<file path="src/rtl/branch_predict_ctrl_if.sv">
// Fetch lookup, execute resolution and performance-counter signals between the
// pipeline (master) and the branch predictor (slave).
interface branch_predict_ctrl_if #(
  parameter int CNT_W = 16
);
  logic [31:0]      PCF;
  logic             Predict_branchF;
  logic [31:0]      PredTargetF;
  logic             BranchE;
  logic             TakenE;
  logic [31:0]      PCE;
  logic [31:0]      PCTargetE;
  logic             Predict_branchE;
  logic [31:0]      PredTargetE;
  logic             MispredictE;
  logic [31:0]      RedirectPCE;
  logic             FlushD;
  logic             FlushE;
  logic [CNT_W-1:0] BranchCnt;
  logic [CNT_W-1:0] MispredCnt;

  modport master (
    output PCF, BranchE, TakenE, PCE, PCTargetE, Predict_branchE, PredTargetE,
    input  Predict_branchF, PredTargetF, MispredictE, RedirectPCE, FlushD, FlushE,
           BranchCnt, MispredCnt
  );

  modport slave (
    input  PCF, BranchE, TakenE, PCE, PCTargetE, Predict_branchE, PredTargetE,
    output Predict_branchF, PredTargetF, MispredictE, RedirectPCE, FlushD, FlushE,
           BranchCnt, MispredCnt
  );
endinterface

</file>
<file path="src/rtl/branch_predict_ctrl.sv">
// Direct-mapped BTB with 2-bit saturating counters: zero-latency fetch lookup,
// execute-stage training, mispredict redirect and branch/mispredict counters.
module branch_predict_ctrl #(
  parameter int INDEX_BITS = 4,
  parameter int CNT_W      = 16
) (
  input logic                clk,
  input logic                rst,
  branch_predict_ctrl_if.slave bp
);
  localparam int TAG_BITS = 30 - INDEX_BITS;
  localparam int ENTRIES  = 1 << INDEX_BITS;

  typedef logic [INDEX_BITS-1:0] idx_t;
  typedef logic [TAG_BITS-1:0]   tag_t;

  logic [ENTRIES-1:0] validQ;
  logic [1:0]         ctrQ    [ENTRIES];
  tag_t               tagQ    [ENTRIES];
  logic [31:0]        targetQ [ENTRIES];
  logic [CNT_W-1:0]   branchCntQ;
  logic [CNT_W-1:0]   mispredCntQ;

  idx_t        idxF, idxE;
  tag_t        tagF, tagE;
  logic        hitF, hitE;
  logic        mispredRaw;
  logic [31:0] pcPlus4E;
  logic [1:0]  unusedPcBits;

  assign idxF = bp.PCF[INDEX_BITS+1:2];
  assign tagF = bp.PCF[31:INDEX_BITS+2];
  assign idxE = bp.PCE[INDEX_BITS+1:2];
  assign tagE = bp.PCE[31:INDEX_BITS+2];
  assign unusedPcBits = bp.PCF[1:0] ^ bp.PCE[1:0];

  assign hitF = validQ[idxF] && (tagQ[idxF] == tagF);
  assign hitE = validQ[idxE] && (tagQ[idxE] == tagE);

  assign pcPlus4E   = bp.PCE + 32'd4;
  assign mispredRaw = bp.BranchE &&
                      ((bp.TakenE != bp.Predict_branchE) ||
                       (bp.TakenE && bp.Predict_branchE && (bp.PredTargetE != bp.PCTargetE)));

  function automatic logic [1:0] ctrStep(input logic [1:0] ctr, input logic taken);
    if (taken) return (ctr == 2'b11) ? ctr : ctr + 2'b01;
    else       return (ctr == 2'b00) ? ctr : ctr - 2'b01;
  endfunction

  // All fetch/execute outputs are forced low while reset is held.
  always_comb begin
    // NOTE: every output gets a default first so no path can infer a latch.
    bp.Predict_branchF = 1'b0;
    bp.PredTargetF     = '0;
    bp.MispredictE     = 1'b0;
    bp.RedirectPCE     = '0;
    if (!rst) begin
      bp.Predict_branchF = hitF && ctrQ[idxF][1];
      bp.PredTargetF     = hitF ? targetQ[idxF] : '0;
      bp.MispredictE     = mispredRaw;
      bp.RedirectPCE     = (bp.BranchE && bp.TakenE) ? bp.PCTargetE : pcPlus4E;
    end
  end

  assign bp.FlushD     = bp.MispredictE;
  assign bp.FlushE     = bp.MispredictE;
  assign bp.BranchCnt  = branchCntQ;
  assign bp.MispredCnt = mispredCntQ;

  // Control state: valid bits, counters and performance counters.
  always_ff @(posedge clk) begin
    // NOTE: sequential state uses non-blocking assignments so every register
    // samples pre-edge values; this is what makes the lookup see old contents.
    if (rst) begin
      validQ      <= '0;
      branchCntQ  <= '0;
      mispredCntQ <= '0;
      for (int i = 0; i < ENTRIES; i++) ctrQ[i] <= 2'b01;
    end else if (bp.BranchE) begin
      if (hitE) begin
        ctrQ[idxE] <= ctrStep(ctrQ[idxE], bp.TakenE);
      end else if (bp.TakenE) begin
        validQ[idxE] <= 1'b1;
        ctrQ[idxE]   <= 2'b10;
      end
      if (branchCntQ != '1) branchCntQ <= branchCntQ + 1'b1;
      if (mispredRaw && (mispredCntQ != '1)) mispredCntQ <= mispredCntQ + 1'b1;
    end
  end

  // NOTE: tag/target storage is deliberately not reset; the cleared valid bit
  // masks whatever it holds, so the array stays plain RAM.
  always_ff @(posedge clk) begin
    if (!rst && bp.BranchE && bp.TakenE) begin
      tagQ[idxE]    <= tagE;
      targetQ[idxE] <= bp.PCTargetE;
    end
  end
endmodule

</file>
<file path="src/flat_wrapper.sv">
// flat-port wrapper written by rule: the top's interface ports become plain ports
module branch_predict_ctrl_flat 
#(
  parameter int INDEX_BITS = 4,
  parameter int CNT_W      = 16
)
  (clk, rst, bp_PCF, bp_BranchE, bp_TakenE, bp_PCE, bp_PCTargetE, bp_Predict_branchE, bp_PredTargetE, bp_Predict_branchF, bp_PredTargetF, bp_MispredictE, bp_RedirectPCE, bp_FlushD, bp_FlushE, bp_BranchCnt, bp_MispredCnt);
  branch_predict_ctrl_if #(.CNT_W(CNT_W)) bp_i ();
  input logic clk;
  input logic rst;
  input wire logic [$bits(bp_i.PCF)-1:0] bp_PCF;
  input wire logic [$bits(bp_i.BranchE)-1:0] bp_BranchE;
  input wire logic [$bits(bp_i.TakenE)-1:0] bp_TakenE;
  input wire logic [$bits(bp_i.PCE)-1:0] bp_PCE;
  input wire logic [$bits(bp_i.PCTargetE)-1:0] bp_PCTargetE;
  input wire logic [$bits(bp_i.Predict_branchE)-1:0] bp_Predict_branchE;
  input wire logic [$bits(bp_i.PredTargetE)-1:0] bp_PredTargetE;
  output wire logic [$bits(bp_i.Predict_branchF)-1:0] bp_Predict_branchF;
  output wire logic [$bits(bp_i.PredTargetF)-1:0] bp_PredTargetF;
  output wire logic [$bits(bp_i.MispredictE)-1:0] bp_MispredictE;
  output wire logic [$bits(bp_i.RedirectPCE)-1:0] bp_RedirectPCE;
  output wire logic [$bits(bp_i.FlushD)-1:0] bp_FlushD;
  output wire logic [$bits(bp_i.FlushE)-1:0] bp_FlushE;
  output wire logic [$bits(bp_i.BranchCnt)-1:0] bp_BranchCnt;
  output wire logic [$bits(bp_i.MispredCnt)-1:0] bp_MispredCnt;
  assign bp_i.PCF = bp_PCF;
  assign bp_i.BranchE = bp_BranchE;
  assign bp_i.TakenE = bp_TakenE;
  assign bp_i.PCE = bp_PCE;
  assign bp_i.PCTargetE = bp_PCTargetE;
  assign bp_i.Predict_branchE = bp_Predict_branchE;
  assign bp_i.PredTargetE = bp_PredTargetE;
  assign bp_Predict_branchF = bp_i.Predict_branchF;
  assign bp_PredTargetF = bp_i.PredTargetF;
  assign bp_MispredictE = bp_i.MispredictE;
  assign bp_RedirectPCE = bp_i.RedirectPCE;
  assign bp_FlushD = bp_i.FlushD;
  assign bp_FlushE = bp_i.FlushE;
  assign bp_BranchCnt = bp_i.BranchCnt;
  assign bp_MispredCnt = bp_i.MispredCnt;
  branch_predict_ctrl #(.INDEX_BITS(INDEX_BITS), .CNT_W(CNT_W)) u_core (.clk(clk), .rst(rst), .bp(bp_i));
endmodule
</file>
<file path="config.mk">
export PLATFORM = sky130hd
export DESIGN_NAME = branch_predict_ctrl_flat
export DESIGN_NICKNAME = d
export VERILOG_FILES = /design/src/rtl/branch_predict_ctrl_if.sv /design/src/rtl/branch_predict_ctrl.sv /design/src/flat_wrapper.sv
export SDC_FILE = /design/constraint.sdc
export NUM_CORES = 1
export LEC_CHECK = 0
export CAP_MARGIN = 5
export CORE_MARGIN = 2
export CORE_UTILIZATION = 41
export CTS_CLUSTER_SIZE = 28
export DETAILED_ROUTE_END_ITERATION = 8
export PLACE_DENSITY = 0.55
export SYNTH_ARGS = -nofsm -noshare
export SYNTH_HDL_FRONTEND = slang
export SYNTH_SLANG_ARGS = --single-unit
</file>
<file path="constraint.sdc">
create_clock -name clk -period 10.2 [get_ports clk]
set_input_delay 2.04 -clock clk [delete_from_list [all_inputs] [get_ports clk]]
set_output_delay 2.04 -clock clk [all_outputs]
set_load 0.01 [all_outputs]
</file>
# --- Word-level counts from Yosys, hierarchy flattened ---
# Memory sizes are Yosys's and may differ from the RTL's.
# Index checks and enable logic that the tools add are counted.
op_classes:
  addsub: 5
  magnitude_cmp: 3
  eq_ne: 7
  mux: 35
  bitwise_logic: 3
  n_reduce_logical: 18
ops:
  columns: ["cell", "n"]
  rows:
  - ["two-way mux 32 bit", 4]
  - ["equality test 26 bit", 2]
  - ["adder 16 x 1 -> 16 bit, second input constant", 2]
  - ["adder 32 x 3 -> 32 bit, second input constant", 1]
  - ["inequality test 16 bit, second input constant", 2]
  - ["inequality test 32 bit", 1]
  - ["two-way mux 1 bit", 19]
  - ["two-way mux 2 bit", 8]
  - ["bitwise OR 16 bit", 1]
  - ["logical AND 1 bit", 11]
  - ["< comparator 4 x 5 -> 1 bit, second input constant", 2]
  - ["binary-select mux 1 bit (select 4 bit)", 2]
  - ["demux 1 bit (select 4 bit)", 1]
  - [">= comparator 4 x 1 -> 1 bit, second input constant", 1]
  - ["two-way mux 4 bit", 1]
  - ["AND reduction 2 bit", 2]
  - ["AND reduction 3 bit", 1]
  - ["adder 2 x 1 -> 2 bit, second input constant", 1]
  - ["equality test 2 bit, second input constant", 1]
  - ["logical NOT 2 bit", 1]
  - ["OR reduction 2 bit", 1]
  - ["subtractor 2 x 1 -> 2 bit, second input constant", 1]
  - ["logical NOT 1 bit", 1]
  - ["logical OR 1 bit", 1]
  - ["3 further kinds", 3]
totals:
  ff_bits: 48
  mem_bits_rw: 960
  wordCells: 77
  mem_count: 3
mem_list:
  columns: ["memory", "depth", "width", "rd", "rd_clocked_by_memory_dff", "write_ports", "line", "text"]
  rows:
  - ["u_core.targetQ", 16, 32, 1, 0, 1, "branch_predict_ctrl.sv:20", "logic [31:0] targetQ [ENTRIES];"]
  - ["u_core.tagQ", 16, 26, 2, 0, 1, "branch_predict_ctrl.sv:19", "tag_t tagQ [ENTRIES];"]
  - ["u_core.ctrQ", 16, 2, 2, 0, 16, "branch_predict_ctrl.sv:18", "logic [1:0] ctrQ [ENTRIES];"]

# --- Depth between registers and ports, before layout ---
# Gate-level depths: netlist (run 1).
depth:
  ltp_word: 10
  mapped_depth: 14
  mapped_depth_nobuf: 9

# --- Worst setup path before layout (run 1) ---
# Ideal clock, no wire load.
synth_path:
  path_kind: "input-to-output"
  startpoint: "input bp_PCF[2]"
  endpoint: "output bp_PredTargetF[10]"
  t_arrival_ps: 4816
  setup_slack_ps: 3344
  path_stages: 10
  path_buffers: 4
  path_cell_list: "clkbuf_1 buf_2 buf_2 mux4_2 mux4_2 xor2_1 nor4_1 nand4_1 clkbuf_1 nor2b_1"
synth_between:
  elab_chain_len: 5
  elab_cells_between_ends: 8
  classes_between: "1 x eq/ne; 4 x mux; 1 x reduce/logical; 2 x memory"
synth_lines:
  columns: ["element", "line", "text"]
  rows:
  - ["start, declared", "flat_wrapper.sv:11", "input wire logic [$bits(bp_i.PCF)-1:0] bp_PCF;"]
  - ["memory read (16 x 26 bit) / binary-select mux 1 bit (select 4 bit) (equally long branches)", null, null]
  - ["equality test 26 bit / two-way mux 1 bit (equally long branches)", "branch_predict_ctrl.sv:37", "assign hitF = validQ[idxF] && (tagQ[idxF] == tagF);"]
  - ["logical AND 1 bit", "branch_predict_ctrl.sv:37", null]
  - ["two-way mux 32 bit *", "branch_predict_ctrl.sv:59", "bp.PredTargetF = hitF ? targetQ[idxF] : '0;"]
  - ["two-way mux 32 bit *", "branch_predict_ctrl.sv:57", "if (!rst) begin"]
  - ["end, declared", "flat_wrapper.sv:19", "output wire logic [$bits(bp_i.PredTargetF)-1:0] bp_PredTargetF;"]
# Every way passes the cells marked *; elsewhere a longest branch is shown, timed or not. The select of a mux whose other input is x is not followed.

# --- Worst setup path after layout (run 1) ---
layout_path:
  startpoint: "input bp_PCF[2]"
  endpoint: "output bp_PredTargetF[15]"
# Same word-level chain as after synthesis.

==> run metrics, run 1 <==
status=finished, final reports clean; DR DRC count=0; Setup TNS=0 ns; Seq pwr share=49.3%; commonest non-fill, non-tap cell in the layout=edfxtp_1; Tcrit/Tclk final=between 80% and 90%; CP arrival=6.46 ns; Req. time, crit path=8.16 ns; DR vias=25500; chip height=about 340 um; Switching Share=between 20% and 30%; Setup CP Type=in2out; Post-CTS Setup Bufs=0; hold_buf cts=0; Core ar.=0.109 sq mm; worst rel slew slack=between 20% and 30%; clock root cell=clkbuf_16; Most Frequent Cell on Critical Path=nor2b_1; Post-Syn Instances=2390; Internal=7.16 mW; final hold violation count=0; crit path time final=approximately 8.5 ns; drt wl/cell=32.1 um; RSZ-0062 raised after global routing=false; Layout area overhead=17.1%; sequential share of the synthesized area=66.3%; Post-CTS Resized=0; starting density of the core=41.3%; CTS tree=built; die width=between 300 and 400 um; Yosys Warn Count=0; first-pass GRT wire length=190000 um; Most used DFF post-synth=edfxtp_1; total clock sinks=1008; class of the worst hold path=reg2reg; I/O Buffers=230; setup ws final=1.70 ns; combinational power share=8.0%; pin count of the biggest net entering global routing=between 80 and 90; Syn Nets=2530; final setup violation count=0; I/O pins=233; H-tree depth=3; Worst path slowest cell=buf_8; Psw=about 2.1 mW; DRT antenna net count=0; clock-pin transition on the worst setup and hold timing paths=0.06 ns; Max-Cap Viols=0; Largest stage delay, worst path=0.72 ns; Seq cells post-synth=about 1000; clock buffer depth=3; synth unique cells=between 70 and 80; initial antenna violation count=3; drt pass-1 iters=6; Async SR Flop Fraction=0%; placed cell count=3970; DIE AREA=0.112 sq mm; GPL Wtd Cong=just over 0.8; Antenna Cells=0; commonest cells after routing, fill and taps aside=960 x edfxtp_1, 367 x mux4_2, 221 x clkdlybuf4s50_1; CP Cell Sequence=buf_8 -> buf_12 -> mux4_2 -> nor2b_1 -> a211oi_1 -> a21oi_1 -> xor2_1 -> nor4_1 -> nand4_1 -> buf_4 -> nor2b_1 -> clkdlybuf4s50_1; critical path's top delay family=buffers and inverters; Overflow after GRT=0; Final Power=around 9.3 mW; dpl ws=1.72 ns; fmax=about 0.12 GHz; Setup crit start kind=primary input; total wire length=134000 um; final non-filler cell total=roughly 4200; max-slew violation count=0; Rows=121; register area=0.0298 sq mm; skew final=slightly below 0.04 ns; DPL Wire Length=around 79000 um; Worst VDD drop=between 0.1 and 0.15 mV; filler cell count=9014; EDFF count, synth=960; Post-layout nets=2808; CP bufs+invs=4; number of DRC markers in iteration 0=2747; clock buffer count from CTS=109; Slew @ Worst Pin=between 1 and 1.5 ns; peak fanout along the critical path=83; Worst setup EP type=output pin; Pleak=16.6 nW; Power Density=approximately 180 mW/mm^2; multi-input logic area=0.0143 sq mm; Clk Latency, worst-skew pair=0.71 ns; Via density=6.11; Clock power frac=42.8%; number of global-route vias before repair=26200; Global Route Usage Sum=23.8%; post-synthesis instance area=0.0450 sq mm; layout cells sized above 1=24.6%; syn_area_per_cell=18.8 sq um
[sequential cells by signal, summed over array words and instances (netlist names)]
register	count
u_core.bp.BranchCnt	16
u_core.tagQ	416
u_core.targetQ	512
u_core.validQ	16
u_core.ctrQ	32
u_core.bp.MispredCnt	16
[worst paths after layout]
kind                            from            endpoint  slack (ns)  cells past startpoint
setup / recovery           bp_PCF[2]  bp_PredTargetF[15]        1.70                     12
hold / removal      u_core.validQ[7]    u_core.validQ[7]        0.48                      2
setup reg to reg  u_core.tagQ[5][14]  u_core.ctrQ[15][0]        6.36                      8
hold reg to reg     u_core.validQ[7]    u_core.validQ[7]        0.48                      2
[layout make-up]
type                    instances  share of cell area (%)
well taps                    1414                    3.36
clock inverters                70                    1.45
repair buffers                323                    5.71
flip-flops and latches       1008                    56.6
inverters                      39                   0.283
clock buffers                 132                    5.37
multi-input cells            1187                    27.2
[cell usage after synthesis, drive strengths merged, types with 5 or more instances]
cell / count / share of area, %
or3: 7 / 0.097
edfxtp: 960 / 64
o21bai: 28 / 0.55
and4: 5 / 0.097
inv: 38 / 0.32
nor2: 103 / 0.86
and2: 5 / 0.070
a22oi: 34 / 0.57
a21oi: 15 / 0.17
nand2: 50 / 0.42
nand4: 29 / 0.42
mux2i: 111 / 2.5
a221oi: 5 / 0.11
a31oi: 17 / 0.25
a22o: 25 / 0.49
xnor2: 94 / 1.8
nor3: 29 / 0.33
buf: 83 / 1.2
mux4: 367 / 18
o32ai: 18 / 0.35
ha: 7 / 0.19
clkbuf: 73 / 0.61
nor4: 13 / 0.21
and3: 16 / 0.22
a211oi: 25 / 0.42
nor2b: 46 / 0.64
dfxtp: 48 / 2.1
o31ai: 5 / 0.14
o21ai: 24 / 0.27
a2111oi: 5 / 0.16
xor2: 33 / 0.64
nand3: 25 / 0.28
[metal layers]
| metal | up-vias | wire, um | global-route usage (%) |
|---|---|---|---|
| li1 | 10500 | - | - |
| met1 | 13700 | 57300 | 34.5 |
| met2 | 1117 | 63200 | 37.7 |
| met3 | 170 | 10400 | 3.78 |
| met4 | 4 | 2910 | 6.14 |
| met5 | - | 22 | 0 |
[worst register-to-register path, cell delays in order (launching register included)]
cell and delay [ns]:
edfxtp_1 0.40, mux4_2 0.46, mux2i_1 0.42, o21ai_1 0.12, a221o_1 0.38, a2111oi_2 0.36
nand4b_2 0.35, o31ai_4 0.93, o21ai_0 0.15
[per-stage QoR]
step           area [sq um]  utilization, %  hold WS [ns]
6_report              52600            48.4         0.479
5_1_grt               52600            48.4         0.510
4_1_cts               52600            48.3         0.477
3_5_place_dp          49000            45.0         0.464
3_3_place_gp          49000            45.0         0.454
2_1_floorplan         45000               -         0.439
[kinds of logic (layout without fill, tap and decap cells)]
family | Yosys count | count (layout) | synth area share [%]
flip-flops | 1008 | 1008 | 66.3
AND/OR/NAND/NOR | 336 | 336 | 3.83
AO/OA/AOI/OAI | 236 | 236 | 4.15
XOR/XNOR | 127 | 127 | 2.47
adder cells (fa/ha/maj) | 7 | 7 | 0.195
buffers and inverters | 195 | 564 | 2.15
multiplexers | 481 | 481 | 20.9
[power groups by stage]
stage | Clock, mW | Combinational [mW] | Sequential (mW)
6_report | 3.97 | 0.740 | 4.57
5_1_grt | 4.19 | 0.779 | 4.57
2_1_floorplan | 0 | 0.416 | 4.66
4_1_cts | 4.04 | 0.743 | 4.57
3_3_place_gp | 0 | 0.733 | 4.66
3_5_place_dp | 0 | 0.741 | 4.66
Power figures use the tool's default switching activity.
==> inputs of run 2 (changes only) <==
--- a/config.mk
+++ b/config.mk
@@ -10,7 +10,7 @@
 export CORE_UTILIZATION = 41
 export CTS_CLUSTER_SIZE = 28
 export DETAILED_ROUTE_END_ITERATION = 8
-export PLACE_DENSITY = 0.55
+export PLACE_DENSITY = 0.57
 export SYNTH_ARGS = -nofsm -noshare
 export SYNTH_HDL_FRONTEND = slang
 export SYNTH_SLANG_ARGS = --single-unit
==> constraint.sdc (replaced) <==
create_clock -name clk -period 7.1 [get_ports clk]
set_input_delay 1.42 -clock clk [delete_from_list [all_inputs] [get_ports clk]]
set_output_delay 1.42 -clock clk [all_outputs]
set_load 0.01 [all_outputs]
==> run 2 against run 1 <==
  * First-iteration DRC count is 9.4% higher
  * Die area stayed put
  * Clock power is 50% higher
  * Sequential share of layout area decreased by 0.67 points
  * Via count grew 1.6%
  * Combinational power up 47%
  * Critical path type unchanged
  * Largest power group unchanged
  * Highest routed layer is now met4
==> run metrics, run 2 (synthesis gave the netlist of run 1 again) <==
status=finished, final reports clean; H-tree depth=3; RSZ-0062 raised after global routing=false; Setup crit start kind=primary input; commonest non-fill, non-tap cell in the layout=edfxtp_1; CTS tree=built; I/O pins=approximately 230; Clk Latency, worst-skew pair=0.71 ns; Overflow after GRT=0; class of the worst hold path=reg2reg; CP arrival=5.27 ns; drt wl/cell=32.4 um; Layout area overhead=18.5%; filler cell count=roughly 8900; combinational power share=8.0%; total wire length=between 100000 and 150000 um; placed cell area=0.0495 sq mm; final non-filler cell total=4212; DIE AREA=about 0.11 sq mm; Post-CTS Setup Bufs=0; clock buffer count from CTS=109; Slew @ Worst Pin=approximately 0.99 ns; Setup TNS=0 ns; pin count of the biggest net entering global routing=102; final setup violation count=0; Switching Share=22.4%; Max-Cap Viols=0; worst rel slew slack=33.6%; Finished Core Util=about 50%; skew final=between 0.03 and 0.04 ns; Worst VDD drop=roughly 0.20 mV; GPL Wtd Cong=~0.86; Design Area, Final=0.0533 sq mm; crit path time final=6.69 ns; critical path's top delay family=buffers and inverters; Core ar.=0.109 sq mm; Via density=6.15; first-pass GRT wire length=195000 um; DRT antenna net count=0; Worst path slowest cell=clkdlybuf4s50_1; number of global-route vias before repair=26400; I/O Buffers=230; starting density of the core=about two fifths; clock-pin transition on the worst setup and hold timing paths=around 0.06 ns; DR DRC count=0; Largest register FFs=512; Tcrit/Tclk final=94.3%; initial antenna violation count=1; Antenna Cells=0; worst hold slack=0.477 ns; die width=335 um; clock buffer depth=3; Rows=121; clock root cell=clkbuf_16; Global Route Usage Sum=around 24%; Req. time, crit path=5.68 ns; CP bufs+invs=5; peak fanout along the critical path=33; DR vias=25900; drt pass-1 iters=5; chip height=335 um; DPL Wire Length=84200 um; Internal=10.6 mW; layout cells sized above 1=25.6%; commonest cells after routing, fill and taps aside=960 x edfxtp_1, 367 x mux4_2, 221 x clkdlybuf4s50_1; final hold violation count=0; Seq pwr share=48.2%; fmax=between 0.1 and 0.15 GHz; placed cell count=4010; CP Cell Sequence=buf_8 -> buf_4 -> buf_4 -> mux4_2 -> nor2b_1 -> a211oi_1 -> a21oi_1 -> xor2_1 -> nor4_1 -> nand4_1 -> buf_12 -> nor2b_1 -> clkdlybuf4s50_1; Clock power frac=43.8%; Post-CTS Resized=0; Pleak=16.9 nW; hold_buf cts=0; Psw=3.05 mW; number of DRC markers in iteration 0=between 3000 and 4000; total clock sinks=between 1000 and 1500; max-slew violation count=0; top flop regs=u_core.targetQ: 512 flops, u_core.tagQ: 416 flops, u_core.ctrQ: 32 flops; Biggest register=u_core.targetQ; Largest stage delay, worst path=roughly 0.55 ns; Post-layout nets=2847; Setup CP Type=in2out; Power Density=256 mW/mm^2; Worst setup EP type=output pin
[run 2: cell types whose count changed in the layout (fill, tap and decap cells not counted), sizes merged]
cell and delta:
clkbuf +1, clkinv -12, bufinv +7, buf +39, clkinvlp +2, inv +2
[run 2: power groups by stage]
| stage | combinational [mW] | sequential [mW] | clock (mW) |
|---|---|---|---|
| floorplan | 0.597 | 6.69 | 0 |
| global placement | 1.08 | 6.69 | 0 |
| detailed placement | 1.09 | 6.69 | 0 |
| CTS | 1.10 | 6.57 | 6.06 |
| global route | 1.15 | 6.57 | 6.27 |
| finish | 1.09 | 6.57 | 5.96 |
[run 2: cell type report]
| cell class | count | area, sq um | share of cell area [%] |
|---|---|---|---|
| sequential | 1008 | 29800 | 55.9 |
| multi-input combinational | 1187 | 14300 | 26.9 |
| timing repair buffer | 362 | 3450 | 6.48 |
| clock buffer | 133 | 2840 | 5.33 |
| tap | 1414 | 1770 | 3.32 |
| clock inverter | 69 | 942 | 1.77 |
| inverter | 39 | 148 | 0.277 |
[run 2: metal layers]
layer | vias to the layer above | global-route usage [%] | routed length [um]
li1 | 10600 | - | -
met1 | 13800 | 34.1 | 56200
met2 | 1281 | 39.0 | 65000
met3 | 187 | 4.90 | 11700
met4 | 0 | 6.51 | 3450
met5 | - | 0 | 0
[run 2: stage by stage]
| step | total power [mW] | worst slack [ns] |
|---|---|---|
| 2_1_floorplan | 7.29 | 1.48 |
| 3_3_place_gp | 7.77 | 0.427 |
| 3_5_place_dp | 7.79 | 0.399 |
| 4_1_cts | 13.7 | 0.393 |
| 5_1_grt | 14.0 | 0.207 |
| 6_report | 13.6 | 0.407 |
[run 2: worst paths after layout]
check,start,end,slack (ns),cells past startpoint
setup / recovery,bp_PCF[2],bp_PredTargetF[24],0.41,13
hold / removal,u_core.validQ[8],u_core.validQ[8],0.48,2
setup reg to reg,u_core.tagQ[7][17],u_core.ctrQ[15][1],3.20,8
hold reg to reg,u_core.validQ[8],u_core.validQ[8],0.48,2
[run 2: tightest hold or removal path: stages (launching register included)]
cell and delay (ns):
dfxtp_1 0.32, inv_1 0.05, o32ai_1 0.06
